<file path="config.mk">
export PLATFORM = sky130hd
export DESIGN_NAME = bch_32_bits_seq_ctrl_flat
export DESIGN_NICKNAME = d
export VERILOG_FILES = /design/src/rtl/bch_32_bits_seq_ctrl_if.sv /design/src/rtl/bch_32_bits_seq_ctrl.sv /design/src/flat_wrapper.sv
export SDC_FILE = /design/constraint.sdc
export NUM_CORES = 1
export LEC_CHECK = 0
export CORE_MARGIN = 8
export CORE_UTILIZATION = 45
export DETAILED_ROUTE_END_ITERATION = 10
export GPL_ROUTABILITY_DRIVEN = 0
export GPL_TIMING_DRIVEN = 1
export PLACE_DENSITY_LB_ADDON = 0.2
export SKIP_LAST_GASP = 1
export SLEW_MARGIN = 20
export SYNTH_ARGS = -nofsm -noshare
export SYNTH_HDL_FRONTEND = slang
export SYNTH_SLANG_ARGS = --single-unit
export TNS_END_PERCENT = 5
</file>
<file path="constraint.sdc">
create_clock -name clk -period 2.2 [get_ports clk]
set_clock_uncertainty 0.1 [all_clocks]
set_input_delay 0.44 -clock clk [delete_from_list [all_inputs] [get_ports clk]]
set_output_delay 0.44 -clock clk [all_outputs]
set_load 0.03 [all_outputs]
</file>
<file path="src/rtl/bch_32_bits_seq_ctrl_if.sv">
`default_nettype none
// ============================================================================
// Module   : bch_32_bits_seq_ctrl_if
// Purpose  : Word in/out handshake plus shared-decoder links for the
//            time-multiplexed 72-bit BCH(15,7) decode scheduler.
// Revision : 1.0  initial release
// ============================================================================
interface bch_32_bits_seq_ctrl_if;
  logic        in_valid;
  logic        in_ready;
  logic [71:0] data_in;
  logic [14:0] dec_codeword;
  logic [14:0] dec_corrected;
  logic        dec_error;
  logic        out_valid;
  logic        out_ready;
  logic [31:0] codeword_out;
  logic        error_detected;
  logic [4:0]  err_mask;
  logic        busy;

  // Controller side
  modport slave (
    input  in_valid, data_in, dec_corrected, dec_error, out_ready,
    output in_ready, dec_codeword, out_valid, codeword_out, error_detected,
           err_mask, busy
  );

  // Environment side: word source/sink and the shared decoder
  modport master (
    output in_valid, data_in, dec_corrected, dec_error, out_ready,
    input  in_ready, dec_codeword, out_valid, codeword_out, error_detected,
           err_mask, busy
  );
endinterface
`default_nettype wire

</file>
<file path="src/rtl/bch_32_bits_seq_ctrl.sv">
`default_nettype none
// ============================================================================
// Module   : bch_32_bits_seq_ctrl
// Purpose  : Issues the five 15-bit chunks of a 72-bit word to one shared
//            BCH(15,7) decoder and gathers the corrected data bits.
// Revision : 1.0  initial release
// ============================================================================
module bch_32_bits_seq_ctrl #(
  parameter int DEC_LAT = 2,
  parameter int NBLK    = 5
) (
  input  logic                   clk,
  input  logic                   rst,
  bch_32_bits_seq_ctrl_if.slave  bus
);

  typedef enum logic [1:0] {
    S_IDLE  = 2'd0,
    S_ISSUE = 2'd1,
    S_DRAIN = 2'd2,
    S_DONE  = 2'd3
  } state_t;

  localparam logic [2:0] C_LAST = 3'(NBLK - 1);

  state_t            r_state;
  logic [71:0]       r_word;
  logic [2:0]        r_k;
  logic [14:0]       r_dec_cw;
  logic [DEC_LAT-1:0] r_trk_vld;
  logic [2:0]        r_trk_idx [DEC_LAT];
  logic [6:0]        r_res [NBLK];
  logic [NBLK-1:0]   r_err;
  logic              r_out_valid;
  logic [31:0]       r_cw_out;
  logic [NBLK-1:0]   r_err_mask;
  logic              r_err_det;

  logic [6:0]        w_res [NBLK];
  logic [NBLK-1:0]   w_err;
  logic              w_tail_vld;
  logic [2:0]        w_tail_idx;
  logic              w_last_ret;
  logic              w_unused;

  function automatic logic [14:0] chunk_of(input logic [71:0] word,
                                           input logic [2:0]  k);
    case (k)
      3'd0:    chunk_of = word[14:0];
      3'd1:    chunk_of = word[29:15];
      3'd2:    chunk_of = word[44:30];
      3'd3:    chunk_of = word[59:45];
      default: chunk_of = {3'b000, word[71:60]};
    endcase
  endfunction

  // Merge the returning chunk into the result slots so DONE can be entered
  // on the very edge that captures the last chunk.
  always_comb begin
    w_tail_vld = r_trk_vld[DEC_LAT-1];
    w_tail_idx = r_trk_idx[DEC_LAT-1];
    w_res      = r_res;
    w_err      = r_err;
    if (w_tail_vld) begin
      w_res[w_tail_idx] = bus.dec_corrected[14:8];
      w_err[w_tail_idx] = bus.dec_error;
    end
    w_last_ret = w_tail_vld && (w_tail_idx == C_LAST);
  end

  // Parity bits of the corrected codeword carry no data
  assign w_unused = ^bus.dec_corrected[7:0];

  assign bus.in_ready       = (r_state == S_IDLE);
  assign bus.busy           = (r_state != S_IDLE);
  assign bus.dec_codeword   = r_dec_cw;
  assign bus.out_valid      = r_out_valid;
  assign bus.codeword_out   = r_cw_out;
  assign bus.err_mask       = r_err_mask;
  assign bus.error_detected = r_err_det;

  always_ff @(posedge clk or negedge rst) begin
    if (!rst) begin
      r_state     <= S_IDLE;
      r_word      <= '0;
      r_k         <= '0;
      r_dec_cw    <= '0;
      r_trk_vld   <= '0;
      for (int i = 0; i < DEC_LAT; i++) r_trk_idx[i] <= '0;
      for (int i = 0; i < NBLK; i++)    r_res[i]     <= '0;
      r_err       <= '0;
      r_out_valid <= 1'b0;
      r_cw_out    <= '0;
      r_err_mask  <= '0;
      r_err_det   <= 1'b0;
    end else begin
      for (int i = DEC_LAT - 1; i > 0; i--) begin
        r_trk_vld[i] <= r_trk_vld[i-1];
        r_trk_idx[i] <= r_trk_idx[i-1];
      end
      r_trk_vld[0] <= (r_state == S_ISSUE);
      r_trk_idx[0] <= r_k;
      r_res        <= w_res;
      r_err        <= w_err;

      case (r_state)
        S_IDLE: begin
          if (bus.in_valid) begin
            r_word   <= bus.data_in;
            r_k      <= '0;
            r_dec_cw <= bus.data_in[14:0];
            r_state  <= S_ISSUE;
          end
        end
        S_ISSUE: begin
          if (r_k == C_LAST) begin
            r_k      <= '0;
            r_dec_cw <= '0;
            r_state  <= S_DRAIN;
          end else begin
            r_k      <= r_k + 3'd1;
            r_dec_cw <= chunk_of(r_word, r_k + 3'd1);
          end
        end
        S_DRAIN: begin
          if (w_last_ret) begin
            r_out_valid <= 1'b1;
            r_cw_out    <= {w_res[4][3:0], w_res[3], w_res[2], w_res[1], w_res[0]};
            r_err_mask  <= w_err;
            r_err_det   <= |w_err;
            r_state     <= S_DONE;
          end
        end
        S_DONE: begin
          if (bus.out_ready) begin
            r_out_valid <= 1'b0;
            r_cw_out    <= '0;
            r_err_mask  <= '0;
            r_err_det   <= 1'b0;
            r_state     <= S_IDLE;
          end
        end
        default: r_state <= S_IDLE;
      endcase
    end
  end

endmodule
`default_nettype wire

</file>
<file path="src/flat_wrapper.sv">
// flat-port wrapper written by rule: the top's interface ports become plain ports
module bch_32_bits_seq_ctrl_flat 
#(
  parameter int DEC_LAT = 2,
  parameter int NBLK    = 5
)
  (clk, rst, bus_in_valid, bus_data_in, bus_dec_corrected, bus_dec_error, bus_out_ready, bus_in_ready, bus_dec_codeword, bus_out_valid, bus_codeword_out, bus_error_detected, bus_err_mask, bus_busy);
  bch_32_bits_seq_ctrl_if bus_i ();
  input  logic clk;
  input  logic rst;
  input wire logic [$bits(bus_i.in_valid)-1:0] bus_in_valid;
  input wire logic [$bits(bus_i.data_in)-1:0] bus_data_in;
  input wire logic [$bits(bus_i.dec_corrected)-1:0] bus_dec_corrected;
  input wire logic [$bits(bus_i.dec_error)-1:0] bus_dec_error;
  input wire logic [$bits(bus_i.out_ready)-1:0] bus_out_ready;
  output wire logic [$bits(bus_i.in_ready)-1:0] bus_in_ready;
  output wire logic [$bits(bus_i.dec_codeword)-1:0] bus_dec_codeword;
  output wire logic [$bits(bus_i.out_valid)-1:0] bus_out_valid;
  output wire logic [$bits(bus_i.codeword_out)-1:0] bus_codeword_out;
  output wire logic [$bits(bus_i.error_detected)-1:0] bus_error_detected;
  output wire logic [$bits(bus_i.err_mask)-1:0] bus_err_mask;
  output wire logic [$bits(bus_i.busy)-1:0] bus_busy;
  assign bus_i.in_valid = bus_in_valid;
  assign bus_i.data_in = bus_data_in;
  assign bus_i.dec_corrected = bus_dec_corrected;
  assign bus_i.dec_error = bus_dec_error;
  assign bus_i.out_ready = bus_out_ready;
  assign bus_in_ready = bus_i.in_ready;
  assign bus_dec_codeword = bus_i.dec_codeword;
  assign bus_out_valid = bus_i.out_valid;
  assign bus_codeword_out = bus_i.codeword_out;
  assign bus_error_detected = bus_i.error_detected;
  assign bus_err_mask = bus_i.err_mask;
  assign bus_busy = bus_i.busy;
  bch_32_bits_seq_ctrl #(.DEC_LAT(DEC_LAT), .NBLK(NBLK)) u_core (.clk(clk), .rst(rst), .bus(bus_i));
endmodule
</file>
## Word-level counts from Yosys, hierarchy flattened

Index checks and enable logic that the tools add are counted.

- Input port bits: 92
- Bits in registers: 179
- Output and inout bits: 56

- Muxes and demuxes: 31
- Equal/unequal tests: 12
- Bitwise logic cells: 1
- Reductions and logical operators: 13
- Add/sub/neg operators: 1
- Magnitude comparators: 4

Operators by type and width:

| cell | number |
|---|---|
| 32-bit two-way mux | 2 |
| 32-bit one-hot mux with 2 select lines | 1 |
| 15-bit one-hot mux with 4 select lines | 1 |
| 35-bit bitwise mux | 1 |
| 35-bit two-way mux | 1 |
| 15-bit two-way mux | 2 |
| 15-bit one-hot mux with 2 select lines | 1 |
| 7-bit demux with 3-bit select | 1 |
| 5-bit two-way mux | 3 |
| 5-bit one-hot mux with 2 select lines | 1 |
| 2-bit two-way mux | 4 |
| 2-bit one-hot mux with 4 select lines | 1 |
| 7-bit two-way mux | 1 |
| 3-bit by 2-bit == test with 1-bit output (second input constant) | 2 |
| 3-bit == test (second input constant) | 2 |
| 3-bit two-way mux | 2 |
| 2-bit inequality test (second input constant) | 3 |
| 3-bit one-hot mux with 2 select lines | 1 |
| 2-bit nonzero test | 3 |
| 5-bit bitwise mux | 1 |
| 5-bit OR reduction | 1 |
| 2-bit == test (second input constant) | 2 |
| 4-bit greater-or-equal comparator (second input constant) | 1 |
| 3-bit by 4-bit less-than comparator with 1-bit output (second input constant) | 1 |
| other kinds (16) | 23 |

## Depth between registers and ports, before layout

Gate-level depths: netlist (run 1).

- Depth after elaboration: 9
- Mapped depth: 9
- Gate-level depth less buffers: 6

## Worst setup path after synthesis (run 1)

No wires, ideal clock.

- Path kind: register -> register
- From: reg u_core.r_state[0]
- To: reg u_core.r_dec_cw[10] (netlist: u_core.bus.dec_codeword[10])
- Setup time: 0.132 ns
- Period minus slack after synthesis: 2.046 ns
- Data arrival time: 1.814 ns
- Stages on the path, launching flop included: 9
- Path slack: 0.154 ns
- Cells stage by stage: dfrtp_1 inv_1 ha_1 buf_2 nand2b_1 o21ai_2 nand2b_1 clkbuf_1 o21ai_1

- Longest elaborated chain between the ends: 3
- Elaborated cells on any way between the ends: 6

RTL lines:

| what | RTL line | source |
|---|---|---|
| start, declared | bch_32_bits_seq_ctrl.sv:26 | `state_t r_state;` |
| start signal, assigned | bch_32_bits_seq_ctrl.sv:84 | `r_state <= S_IDLE;` |
| start signal, assigned | bch_32_bits_seq_ctrl.sv:112 | `r_state <= S_ISSUE;` |
| start signal, assigned | bch_32_bits_seq_ctrl.sv:119 | `r_state <= S_DRAIN;` |
| 2-bit zero test (*) | - |  |
| named net bus_in_ready | flat_wrapper.sv:16 | `output wire logic [$bits(bus_i.in_ready)-1:0] bus_in_ready;` |
| 2-bit inequality test (no source line) / 2-bit nonzero test (equally long branches) | - |  |
| 2-bit AND reduction (no source line) | - |  |
| end signal, assigned | bch_32_bits_seq_ctrl.sv:111 | `r_dec_cw <= bus.data_in[14:0];` |
| end signal, assigned | bch_32_bits_seq_ctrl.sv:122 | `r_dec_cw <= chunk_of(r_word, r_k + 3'd1);` |
| end, declared | bch_32_bits_seq_ctrl.sv:29 | `logic [14:0] r_dec_cw;` |

Mark *: on every way through the listed nets, which the timed path passes. The rest lies on a longest branch.
A chain may end at the register's enable or synchronous reset.

## Worst setup path in the final report (run 1)

- From: reg u_core.r_state[0]
- To: out bus_busy

- Longest elaborated chain between the ends: 1

RTL lines:

| what | RTL line | source |
|---|---|---|
| 2-bit nonzero test | bch_32_bits_seq_ctrl.sv:75 | `assign bus.busy = (r_state != S_IDLE);` |
| end, declared | flat_wrapper.sv:22 | `output wire logic [$bits(bus_i.busy)-1:0] bus_busy;` |

Every way passes these cells.

==> impl_metrics.csv, run 1 <==
group,metric,value,unit
grt,first_global_vias,5406,
critical_path,critPathTopFamily,"buffers and inverters",
grt,antenna_found_initial,1,
cts,clockRootBuffer,"clkbuf_16",
cts,cts_setup_buffers,0,
cts,cts_tree,"built",
critical_path,cp_max_fo,5,
synthesis,synthArstFlopShare,100,%
power_and_ir_drop,p_switching,4.63,mW
cells_and_area,area_growth,34.1,%
sta,fmax,462,MHz
synthesis,avgSynthCellArea,13.9,sq um
power_and_ir_drop,powerDensity,1420,nW/um^2
cts,path_clk_slew,70,ps
synthesis,synthTopCellsByCount,"dfrtp_1, mux2_2, a21oi_1",
synthesis,ys_ff_latch,172,
power_and_ir_drop,power,13.6,mW
routing,postRouteAntennaNets,0,
sta,setup_viol_count_final,0,
power_and_ir_drop,swShare,34.0,%
power_and_ir_drop,p_leak,4.08,nW
grt,globalRoute.totalOverflow,0,
floorplanning,die_area,20200,sq um
cells_and_area,fin_nets,766,
synthesis,synth.area.top_cells,"dfrtp_1, mux2_2, a32o_1, a21oi_1, a22oi_1",
cts,clk_latency,420,ps
sta,finalSetupTns,0,ps
floorplanning,ios,148,
power_and_ir_drop,p_int,9.00,mW
synthesis,synth_nets,619,
critical_path,crit_top_cell,"inv_1",
sta,slew_viol_final,0,
critical_path,critPathBufInv,4,
synthesis,syn_area,7180,sq um
grt,grt_max_degree,56,
status,status,"finished clean",
placed_design,post-place-ws,-34.3,ps
sta,fin_crit,2170,ps
power_and_ir_drop,seqPwrFrac,37.4,%
floorplanning,core,15700,sq um
sta,worst_pin_slew,533,ps
critical_path,crit_path_top_delay_cell,"dfrtp_1",
sta,finalWorstSetupSlack,34.2,ps
cells_and_area,diodes,0,
routing,vias,4974,
power_and_ir_drop,combPwrFrac,38.1,%
power_and_ir_drop,p_clk_share,24.5,%
routing,routedWlPerCell,20.3,microns
synthesis,ys_types,44,
routing,drc,0,
cts,clock_path_buffers,2,
min_path,hp-class,"flop to flop",
grt,grt_pass1_wl,29000,microns
critical_path,critPathRequiredTime,1660,ps
floorplanning,rows,46,
sta,period_share,98.4,%
power_and_ir_drop,ir_worst_vdd,0.683,mV
synthesis,yosys.area.top_type,"dfrtp_1",
floorplanning,die_h,142,microns
sta,final-hold-violation-count,0,
routing,first_pass_iters,5,
grt,grt_usage,18.6,%
placed_design,portBuffers,139,
placed_design,hpwlAfterDp,12600,microns
critical_path,start_kind,"flop",
critical_path,worst_ep_arrival_time,1630,ps
job,max-cap-violations,0,
synthesis,yosysWarnings,0,
sta,rsz0062_at_grt,"yes",
cells_and_area,drive_above_1_share,26.0,%
floorplanning,start_util,45.7,%
synthesis,synth_ff_type,"dfrtp_1",
cells_and_area,utilization,61.3,%
synthesis,synth_top_area_share,60.0,%
critical_path,cpPeakStageDelay,420,ps
floorplanning,fp.dieW,142,microns
synthesis,synth-seq-area-share,60.0,%
cts,clock_sinks,172,
cts,cts_made_buffers,17,
critical_path,worstPathCellList,"inv_1 > ha_2 > buf_4 > inv_1 > buf_12",
routing,first_iter_violations,239,
synthesis,netlist_instances,518,
routing,finalWirelength,18200,microns
critical_path,cp-end-kind,"primary output",
synthesis,synth_edf_count,0,
critical_path,critPathKind,"flop to primary output",
routing,vias_per_cell,5.56,
sta,slew-limit-headroom,64.4,%
cts,cts_htree_levels,4,
synthesis,post-synth-top-count-cell,"dfrtp_1",
cell families after synthesis:
group           synth area share [%]
flops                           60.0
compound gates                  13.8
mux                             17.1
buf+inv                         3.19
simple gates                    4.17
fa+ha+maj                       1.57
xor+xnor                       0.244
repair_timing:
item                                   4_1_cts  5_1_grt
hold buffers                                 1        0
endpoints found under the hold margin       50        0
gates cloned                                 0        0
setup endpoints to repair                   13       14
resized for setup                            1        2
power groups by stage:
stage	Combinational (mW)	Clock [mW]	Sequential, mW
after floorplan	3.31	0	5.18
after global placement	5.02	0	5.07
after detailed placement	5.17	0	5.14
after CTS	5.21	3.40	5.10
after global routing	5.61	3.53	5.24
final	5.19	3.34	5.10
stage by stage:
stage	cells	hold slack (ps)	area, sq um
2_1_floorplan	518	44.4	7180
3_3_place_gp	861	241	8950
3_5_place_dp	861	245	8950
4_1_cts	894	260	9620
5_1_grt	894	264	9630
6_report	894	255	9630
cell type report:
type                       count  area, sq um
multi-input combinational    300         2660
fill                        1179         6090
tap                          216          270
timing repair buffer         167         1700
inverter                       7         26.3
clock buffer                  20          457
sequential                   172         4300
clock inverter                12          209
placed cells by master (no fill, tap or decap), types with 7 or more instances in the layout:
cell type        synthesis  routed
o21ai_0                  7       7
inv_1                    7       7
buf_4                    0      21
mux2_2                 103     103
nor2_1                   7       7
buf_12                   0       8
nor3b_1                 15      15
a22oi_1                 24      24
o21ai_1                 10      10
a21oi_1                 40      40
dfrtp_1                172     172
a32o_1                  38      38
ha_1                     9       8
clkdlybuf4s50_1          0     136
clkbuf_16                0      17
path summary, 6_finish.rpt:
check,from,end,slack [ps],cells past startpoint
min in group asynchronous,rst,u_core.r_word[59]$_DFFE_PN0P_,450,2
min,u_core.r_trk_idx[5]$_DFF_PN0_,u_core.w_tail_idx[2]$_DFF_PN0_,250,0
max reg2reg,u_core.r_k[0]$_DFFE_PN0P_,u_core.r_state[1]$_DFFE_PN0P_,190,6
max in group asynchronous,rst,u_core.r_res[24]$_DFF_PN0_,870,3
min reg2reg,u_core.r_trk_idx[5]$_DFF_PN0_,u_core.w_tail_idx[2]$_DFF_PN0_,250,0
max,u_core.r_state[0]$_DFFE_PN0P_,bus_busy,30,5
sequential cells by signal, indices dropped and copies added, names as in the netlist:
register and count:
u_core.bus.codeword_out 32, u_core.r_state 2, u_core.r_err 5, u_core.r_k 3
u_core.bus.out_valid 1, u_core.r_word 72, u_core.bus.error_detected 1, u_core.r_res 28
u_core.bus.dec_codeword 15, u_core.bus.err_mask 5, u_core.r_trk_vld 2, u_core.r_trk_idx 3
u_core.w_tail_idx 3
worst reg2reg max path, stage by stage (launching register included):
cell,delay (ps)
dfrtp_1,490
inv_1,140
ha_1,250
a21boi_1,160
nand3b_1,220
nor2_1,180
mux2_2,360
routing by layer:
metal  global-route usage, %  vias up  wire (microns)
met3                    5.60       29            1150
met4                    7.21        2             409
met5                       0        -              10
met2                    30.9      134            9020
met1                    22.3     2565            7600
li1                        -     2244               -
(Power assumes the default switching activity.)
==> run 2, diff against run 1 <==
- GPL_ROUTABILITY_DRIVEN: 0 -> unset
==> results of run 2 <==
Final layout, timing and power as in run 1 (identical DEF).
==> run 3, diff against run 2 <==
- GPL_TIMING_DRIVEN: 1 -> 0
==> run 3 against run 2 <==
Power is 2.3% lower. Via count is 0.88% higher. Final cell count is 1.2% higher. Clock power is 7.8% lower. Non-clock buffer count is 11 higher. First-iteration DRC count is 96% higher. Die area stayed put. Largest cell class unchanged. Highest routed layer unchanged.
==> impl_metrics.csv, run 3 (synthesis gave the netlist of run 1 again) <==
group,metric,value,unit
status,status,"finished clean",
grt,globalRoute.totalOverflow,0,
cts,cts_tree,"built",
cells_and_area,fin_nets,777,
cts,clk_latency,430,ps
floorplanning,die_area,20200,sq um
cells_and_area,drive_above_1_share,25.5,%
routing,finalWirelength,19000,microns
floorplanning,core,15700,sq um
grt,grt_pass1_wl,30000,microns
cells_and_area,layout.cells.most_common,"dfrtp_1",
placed_design,gp_congestion,0.812,
routing,first_pass_iters,5,
min_path,hp-class,"flop to flop",
sta,period_share,97.6,%
critical_path,rr_endpoint,"u_core.r_state[1]$_DFFE_PN0P_",
placed_design,portBuffers,139,
floorplanning,fp.dieW,142,microns
grt,grt_usage,19.7,%
grt,first_global_vias,5442,
floorplanning,ios,148,
critical_path,start_kind,"flop",
sta,slew_viol_final,0,
critical_path,crit_path_top_delay_cell,"dfrtp_1",
cells_and_area,area_growth,32.6,%
floorplanning,start_util,45.7,%
critical_path,critPathKind,"flop to primary output",
routing,vias_per_cell,5.54,
floorplanning,rows,46,
critical_path,critPathRequiredTime,1660,ps
cts,clock_sinks,172,
min_path,min_from,"u_core.r_trk_vld[0]$_DFF_PN0_",
sta,setup_viol_count_final,0,
placed_design,place_inst,874,
critical_path,r2r-start,"u_core.r_k[0]$_DFFE_PN0P_",
cells_and_area,fin_cells,905,
cells_and_area,diodes,0,
power_and_ir_drop,power,13.3,mW
routing,vias,5018,
critical_path,cp-end-kind,"primary output",
placed_design,post-place-ws,-298,ps
critical_path,crit_top_cell,"inv_1",
routing,first_iter_violations,469,
sta,rsz0062_at_grt,"yes",
critical_path,worst_ep_arrival_time,1610,ps
power_and_ir_drop,powerDensity,1400,nW/um^2
cells_and_area,utilization,60.6,%
critical_path,worstPathCellList,"inv_1 > ha_1 > buf_2 > inv_1 > buf_4",
placed_design,hpwlAfterDp,13900,microns
critical_path,cpPeakStageDelay,410,ps
cts,clock_path_buffers,2,
cells_and_area,nFillCells,1202,
critical_path,reg2reg_slack,70,ps
min_path,min_to,"u_core.r_trk_vld[1]$_DFF_PN0_",
routing,routedWlPerCell,21.0,microns
cells_and_area,most-common-layout-cells,"dfrtp_1, clkdlybuf4s50_1, mux2_2",
sta,slew-limit-headroom,60.9,%
critical_path,cp_max_fo,6,
cts,path_clk_slew,60,ps
cts,cts_htree_levels,4,
power_and_ir_drop,p_leak,4.03,nW
grt,antenna_found_initial,1,
job,max-cap-violations,0,
sta,worst_pin_slew,587,ps
sta,fmax,466,MHz
critical_path,worstRegToRegCells,7,
cells_and_area,regMostFlops,"u_core.r_word",
cts,clockRootBuffer,"clkbuf_16",
routing,postRouteAntennaNets,0,
grt,grt_max_degree,105,
cells_and_area,largest_reg_flops,72,
sta,final-hold-violation-count,0,
sta,finalWorstSetupSlack,52.0,ps
floorplanning,die_h,142,microns
min_path,whs_path_depth,0,
cts,cts_made_buffers,17,
power_and_ir_drop,ir_worst_vdd,0.856,mV
sta,fin_crit,2150,ps
routing,drc,0,
cts,cts_setup_buffers,0,
run 3: cell count changes in the layout (fill, tap and decap cells not counted), sizes merged, moves of 2 or more:
| cell | previous run | this run |
|---|---|---|
| buf | 30 | 20 |
| inv | 10 | 7 |
| bufinv | 5 | 3 |
| clkbuf | 20 | 42 |
| clkinv | 2 | 6 |
run 3: worst max path at each step:
stage / start / to / slack, ps
floorplan: u_core.r_state[0]$_DFFE_PN0P_ / u_core.bus.dec_codeword[10]$_DFFE_PN0P_ / 150
global placement: rst / u_core.bus.codeword_out[18]$_DFFE_PN0P_ / -6220
detailed placement: bus_in_valid / u_core.bus.dec_codeword[7]$_DFFE_PN0P_ / -300
CTS: u_core.r_state[0]$_DFFE_PN0P_ / bus_busy / -190
global route: u_core.r_k[0]$_DFFE_PN0P_ / u_core.r_state[1]$_DFFE_PN0P_ / -50
finish: u_core.r_state[0]$_DFFE_PN0P_ / bus_busy / 50
run 3: final cells by class:
class,count,area [sq um],share of cell area (%)
Tap cell,216,270,2.84
Buffer,37,225,2.37
Multi-Input combinational cell,300,2650,27.8
Sequential cell,172,4310,45.3
Clock buffer,22,474,4.98
Inverter,7,26.3,0.276
Clock inverter,10,139,1.46
Timing Repair Buffer,141,1430,15.0
run 3: metal layers:
metal	up-vias	GRT usage, %	wire length (microns)
li1	2263	-	-
met2	140	33.0	9630
met5	-	0	9
met1	2586	24.2	8020
met4	2	6.54	315
met3	27	5.13	993
run 3: repair_timing:
action,in CTS,in global routing
gates resized for setup,4,34
endpoints found under the hold margin,68,0
setup endpoints to repair,37,65
hold buffers,1,0
cloned,0,0
run 3: worst max-delay path: cells and delay by family, from the launching register on:
family / cells / cell delay (ps)
fa+ha+maj: 1 / 210
flops: 1 / 410
buf+inv: 4 / 550
run 3: stage by stage:
| stage | area, sq um | hold WS (ps) | TNS (ps) |
|---|---|---|---|
| floorplan | 7180 | 44.4 | 0 |
| global placement | 8840 | 234 | -1073870 |
| detailed placement | 8870 | 237 | -6010 |
| CTS | 9500 | 250 | -2440 |
| global route | 9520 | 250 | -284 |
| finish | 9520 | 247 | 0 |
run 3: report_power, final:
part	internal, mW	total, mW	switching [mW]
Clock	1.88	3.08	1.21
Sequential	4.42	5.10	0.685
Combinational	2.38	5.12	2.74
Total	8.67	13.3	4.64
